**config.mk**
```make
export PLATFORM = sky130hd
export DESIGN_NAME = uart_sram_host
export DESIGN_NICKNAME = d
export VERILOG_FILES = /design/src/rtl/uart_sram_host.sv
export SDC_FILE = /design/constraint.sdc
export NUM_CORES = 1
export LEC_CHECK = 0
export ABC_AREA = 1
export ABC_CLOCK_PERIOD_IN_PS = 5200
export CAP_MARGIN = 10
export CELL_PAD_IN_SITES_DETAIL_PLACEMENT = 1
export CELL_PAD_IN_SITES_GLOBAL_PLACEMENT = 2
export CORE_ASPECT_RATIO = 1.1
export CORE_UTILIZATION = 30
export DETAILED_ROUTE_END_ITERATION = 10
export PLACE_DENSITY = 0.8
export SETUP_SLACK_MARGIN = 0.05
export SYNTH_ARGS = -nofsm -noshare
export SYNTH_HDL_FRONTEND = slang
export SYNTH_SLANG_ARGS = --single-unit
```
**constraint.sdc**
```tcl
create_clock -name clk -period 5.2 [get_ports clk]
set_input_delay 1.04 -clock clk [delete_from_list [all_inputs] [get_ports clk]]
set_output_delay 1.04 -clock clk [all_outputs]
set_load 0.02 [all_outputs]
```
**src/rtl/uart_sram_host.sv**
```systemverilog
`default_nettype none
// ============================================================================
// Module      : uart_sram_host
// Description : Host-side initiator for the UART SRAM load/dump protocol.
//               Serialises a command frame (cmd, addr[18:16], addr[15:8],
//               addr[7:0], len) into acia_tx, streams write payload from a
//               ready/valid source, and collects read data from acia_rx with
//               an inter-byte timeout.
// Revision    : 1.0 - initial release
// ============================================================================
module uart_sram_host #(
    parameter int TIMEOUT = 4096,
    parameter int TCW     = $clog2(TIMEOUT + 1)
) (
    input  logic        clk,
    input  logic        reset,
    // request channel
    input  logic        req_valid,
    output logic        req_ready,
    input  logic        req_write,
    input  logic [18:0] req_addr,
    input  logic [7:0]  req_len,
    // write payload channel
    input  logic        wr_valid,
    input  logic [7:0]  wr_data,
    output logic        wr_ready,
    // read data channel
    output logic        rd_valid,
    output logic [7:0]  rd_data,
    // status
    output logic        done,
    output logic        timeout,
    // acia_tx side
    output logic [7:0]  tx_dat,
    output logic        tx_start,
    input  logic        tx_busy,
    // acia_rx side
    input  logic [7:0]  rx_dat,
    input  logic        rx_stb
);

    localparam logic [7:0]     c_cmd_write   = 8'h57;
    localparam logic [7:0]     c_cmd_read    = 8'h52;
    localparam logic [TCW-1:0] c_timeout_val = TCW'(TIMEOUT);

    typedef enum logic [3:0] {
        S_IDLE  = 4'd0,
        S_CMD   = 4'd1,
        S_A2    = 4'd2,
        S_A1    = 4'd3,
        S_A0    = 4'd4,
        S_LEN   = 4'd5,
        S_WR    = 4'd6,
        S_FLUSH = 4'd7,
        S_RD    = 4'd8
    } state_t;

    state_t         r_state;
    logic           r_write;
    logic [18:0]    r_addr;
    logic [7:0]     r_len;
    logic [8:0]     r_cnt;      // remaining payload/response bytes, 1..256
    logic [1:0]     r_guard;    // masks tx_busy until acia_tx has had time to raise it
    logic [TCW-1:0] r_tcnt;
    logic [7:0]     r_tx_dat;
    logic           r_tx_start;
    logic           r_rd_valid;
    logic [7:0]     r_rd_data;
    logic           r_done;
    logic           r_timeout;

    logic           w_can_issue;
    logic [7:0]     w_hdr_byte;
    state_t         w_hdr_next;
    logic [TCW-1:0] w_tcnt_next;

    assign w_can_issue = !tx_busy && (r_guard == 2'd0);
    assign w_tcnt_next = r_tcnt + TCW'(1);

    assign req_ready = (r_state == S_IDLE);
    assign wr_ready  = (r_state == S_WR) && w_can_issue && (r_cnt != 9'd0);
    assign tx_dat    = r_tx_dat;
    assign tx_start  = r_tx_start;
    assign rd_valid  = r_rd_valid;
    assign rd_data   = r_rd_data;
    assign done      = r_done;
    assign timeout   = r_timeout;

    // Header byte for the current frame state and the state that follows it
    always_comb begin
        w_hdr_byte = 8'h00;
        w_hdr_next = S_IDLE;
        case (r_state)
            S_CMD: begin
                w_hdr_byte = r_write ? c_cmd_write : c_cmd_read;
                w_hdr_next = S_A2;
            end
            S_A2: begin
                w_hdr_byte = {5'b00000, r_addr[18:16]};
                w_hdr_next = S_A1;
            end
            S_A1: begin
                w_hdr_byte = r_addr[15:8];
                w_hdr_next = S_A0;
            end
            S_A0: begin
                w_hdr_byte = r_addr[7:0];
                w_hdr_next = S_LEN;
            end
            S_LEN: begin
                w_hdr_byte = r_len;
                // Go straight to read capture so response bytes arriving while
                // len is still shifting out are not lost.
                w_hdr_next = r_write ? S_WR : S_RD;
            end
            default: begin
                w_hdr_byte = 8'h00;
                w_hdr_next = S_IDLE;
            end
        endcase
    end

    // Protocol FSM with registered outputs
    always_ff @(posedge clk) begin
        if (reset) begin
            r_state    <= S_IDLE;
            r_write    <= 1'b0;
            r_addr     <= 19'd0;
            r_len      <= 8'd0;
            r_cnt      <= 9'd0;
            r_guard    <= 2'd0;
            r_tcnt     <= '0;
            r_tx_dat   <= 8'd0;
            r_tx_start <= 1'b0;
            r_rd_valid <= 1'b0;
            r_rd_data  <= 8'd0;
            r_done     <= 1'b0;
            r_timeout  <= 1'b0;
        end else begin
            r_tx_start <= 1'b0;
            r_rd_valid <= 1'b0;
            r_done     <= 1'b0;
            r_timeout  <= 1'b0;
            if (r_guard != 2'd0) begin
                r_guard <= r_guard - 2'd1;
            end

            case (r_state)
                S_IDLE: begin
                    if (req_valid) begin
                        r_write <= req_write;
                        r_addr  <= req_addr;
                        r_len   <= req_len;
                        // len 0 encodes 256
                        r_cnt   <= {(req_len == 8'd0), req_len};
                        r_state <= S_CMD;
                    end
                end

                S_CMD, S_A2, S_A1, S_A0, S_LEN: begin
                    if (w_can_issue) begin
                        r_tx_dat   <= w_hdr_byte;
                        r_tx_start <= 1'b1;
                        r_guard    <= 2'd2;
                        r_tcnt     <= '0;
                        r_state    <= w_hdr_next;
                    end
                end

                S_WR: begin
                    if (r_cnt == 9'd0) begin
                        r_state <= S_FLUSH;
                    end else if (wr_valid && w_can_issue) begin
                        r_tx_dat   <= wr_data;
                        r_tx_start <= 1'b1;
                        r_guard    <= 2'd2;
                        r_cnt      <= r_cnt - 9'd1;
                    end
                end

                S_FLUSH: begin
                    // Last payload byte has fully left acia_tx
                    if (w_can_issue) begin
                        r_done  <= 1'b1;
                        r_state <= S_IDLE;
                    end
                end

                S_RD: begin
                    if (rx_stb) begin
                        r_rd_valid <= 1'b1;
                        r_rd_data  <= rx_dat;
                        r_cnt      <= r_cnt - 9'd1;
                        r_tcnt     <= '0;
                        if (r_cnt == 9'd1) begin
                            r_done  <= 1'b1;
                            r_state <= S_IDLE;
                        end
                    end else if (w_tcnt_next == c_timeout_val) begin
                        r_timeout <= 1'b1;
                        r_state   <= S_IDLE;
                    end else begin
                        r_tcnt <= w_tcnt_next;
                    end
                end

                default: begin
                    r_state <= S_IDLE;
                end
            endcase
        end
    end

endmodule
`default_nettype wire

```
==> results.yml <==
cts:
  postCtsSetupBuffers: 0
  insertion_delay_ns: 0.33
  cts_buffer_depth: 2
  clk_pin_slew_ns: 0.06
  clock-sinks: 76
  clockRootBuffer: "clkbuf_16"
  cts_tree: "built"
  postCtsResizedCells: 0
  htreeDepth: 3
  cts_buffers: 9
  postCtsHoldBufs: 0
logic_synthesis:
  synth_nets: 586
  ys.flop_type: "dfxtp_1"
  ys_seq_elements: 76
  syn_area_um2: 3690
  seq_area_frac_synth_pct: 41.2
  yosys_warnings: 0
  synth_edf_count: 0
  avgSynthCellArea_um2: 6.96
  syn_inst: 531
  ys_async_sr_fraction_pct: 0
  synth.distinct_cells: 34
floorplan:
  pin_count: 72
  core_um2: 12000
  die_h_um: 118
  die_x_um: 108
  num_rows: 42
  initial_core_util_pct: 30.7
  die_area_um2: 12800
critical_path:
  crit_family: "buffers and inverters"
  required_ns: 4.16
  cp-end-kind: "output pin"
  slowest_stage: "clkdlybuf4s50_1"
  arrival_ns: 2.43
  crit_fanout: 4
  critPathBufInv: 2
  cp-endpoint: "wr_ready"
  reg2reg_slack_ns: 2.60
  cp-start-kind: "input pin"
  r2r-end: "r_cnt[3]"
  max_stage_delay_ns: 0.62
  startpoint: "tx_busy"
  crit_chain: "clkdlybuf4s50_1 > nor2_1 > nand2_1 > nor2_1 > clkdlybuf4s50_1"
  rr_worst_depth: 12
  rr_startpoint: "r_state[3]"
  cp.depth: 5
  critPathKind: "in2out"
global_routing:
  grt_pass1_wl_um: 19400
  overflow: 0
  grt_pass1_vias: 3884
  grt_max_degree: 48
  grt_usage_pct: 19.4
  antenna_found_initial: 0
timing:
  worst_slew_pin_slew_ns: 0.636
  period_share_pct: 66.7
  rsz0062_at_grt: "false"
  setup_violations: 0
  period_needed_ns: 3.47
  finalHoldViolations: 0
  max_freq_mhz: 288
  setup-tns-final_ns: 0
  drv_slew: 0
  max-slew-margin-rel_pct: 57.5
  worst_clock_skew_ns: 0.00835
route:
  drt_wl_total_um: 11600
  dr_total_vias: 3711
  drt-initial-drc-count: 108
  drc: 0
  avgRoutedWirePerCell_um: 15.3
  vias_per_cell: 4.90
  ant_nets: 0
  detail_route.first_pass.iterations: 4
power:
  clockPowerShare_pct: 28.9
  max-vdd-ir-drop_mv: 0.213
  power_leakage_uw: 0.00185
  power_density_nw_per_um2: 506
  share_seq_of_total_power_pct: 32.3
  swShare_pct: 38.3
  comb_power_share_pct: 38.8
  p_int_uw: 1530
  switchingPower_uw: 949
place:
  dp_hpwl_um: 8550
  gp_congestion: 0.814
  numPortBuffers: 71
finish:
  layout_commonest_cell: "nand2_1"
  antenna_cells: 0
  final_util_pct: 40.7
  area_growth_syn_to_layout_pct: 32.7
  fill_cells: 1492
  layout_common_cells: "98 x nand2_1, 76 x dfxtp_1, 71 x clkdlybuf4s50_1"
  layout-drive-gt1-share_pct: 5.97
  nNetsFinal: 654
job:
  cap_viol_max_count: 0
status:
  status: "complete, no violations"
worst_hold_path:
  hp-class: "reg2reg"
[power by group through the flow]
| stage | Clock (uW) | Combinational [uW] | Sequential [uW] |
|---|---|---|---|
| floorplan | 0 | 625 | 830 |
| global placement | 0 | 936 | 808 |
| detailed placement | 0 | 961 | 810 |
| CTS | 728 | 972 | 800 |
| global route | 755 | 1080 | 817 |
| finish | 716 | 962 | 800 |
[cell type report]
cell class	count	area [um2]	share of cell area (%)
clock buffers	9	225	4.59
clock inverters	6	114	2.32
inverters	57	214	4.36
multi-input cells	380	1870	38.2
flip-flops and latches	76	1520	31.0
well taps	154	193	3.93
repair buffers	75	761	15.5
[per-layer routing]
metal  share of wire, %  GRT usage, %
met5                  0             0
met4                1.2          5.39
met3                2.9          3.47
met2                 50          33.7
met1                 46          24.4
[worst min-delay path by stage]
| stage | startpoint | to | slack, ns | cells after the start |
|---|---|---|---|---|
| after floorplan | r_guard[0] | r_guard[0] | 0.39 | 1 |
| after global placement | r_guard[0] | r_guard[0] | 0.40 | 1 |
| after detailed placement | r_guard[0] | r_guard[0] | 0.41 | 1 |
| after global routing | r_guard[0] | r_guard[0] | 0.44 | 1 |
| final | r_guard[0] | r_guard[0] | 0.41 | 1 |
| after CTS | r_guard[0] | r_guard[0] | 0.42 | 1 |
[stage by stage]
stage	std cells	hold slack [ns]	worst slack [ns]	total power (uW)	area, um2
floorplan	531	0.392	2.66	1450	3690
global placement	741	0.400	1.64	1740	4540
detailed placement	741	0.412	1.63	1770	4540
CTS	756	0.420	1.70	2500	4870
global route	757	0.437	1.57	2660	4900
finish	757	0.415	1.73	2480	4900
[flip-flops by register name, indices dropped and copies added (netlist names)]
name and cells:
r_addr 19, r_tcnt 13, r_cnt 9, r_len 8, rd_data 8, tx_dat 8, r_state 4, r_guard 2
done 1, r_write 1, rd_valid 1, timeout 1, tx_start 1
[kinds of logic after synthesis]
kind of cell / after synthesis / share of synthesized area [%]
DFF: 76 / 41.2
adders and majority gates: 5 / 1.69
buffers and inverters: 75 / 8.06
and+or+nand+nor: 230 / 27.1
xor gates and xnor gates: 8 / 1.90
AOI/OAI and AO/OA: 137 / 20.0
[synthesized netlist by cell type (2+ instances only)]
cell | n | area share [%]
a21oi_1 | 64 | 8.7
a221oi_1 | 4 | 0.95
a41oi_1 | 2 | 0.47
buf_4 | 2 | 0.41
clkbuf_1 | 14 | 1.4
clkinv_1 | 3 | 0.30
dfxtp_1 | 76 | 41
ha_1 | 5 | 1.7
inv_1 | 52 | 5.3
inv_2 | 2 | 0.20
nand2_1 | 98 | 10
nand2_2 | 4 | 0.68
nand3_1 | 36 | 4.9
nand3_2 | 3 | 0.81
nand4_1 | 10 | 1.7
nor2_1 | 63 | 6.4
nor2_2 | 6 | 1.0
nor3_1 | 4 | 0.54
o2111ai_1 | 3 | 0.71
o21ai_0 | 52 | 7.0
o21bai_1 | 2 | 0.41
o22ai_1 | 8 | 1.4
xnor2_1 | 4 | 0.95
xor2_1 | 4 | 0.95
[worst register-to-register path: stages (launching register included)]
cell and delay (ns):
dfxtp_1 0.35, nor2_1 0.22, inv_1 0.12, nor2_1 0.23
buf_4 0.25, nand2_1 0.07, buf_4 0.28, a21oi_1 0.20
nand2b_1 0.28, inv_1 0.27, o21ai_0 0.12, nand2_1 0.07
a21oi_1 0.04
Note: power is estimated with default switching activity, not from simulation.
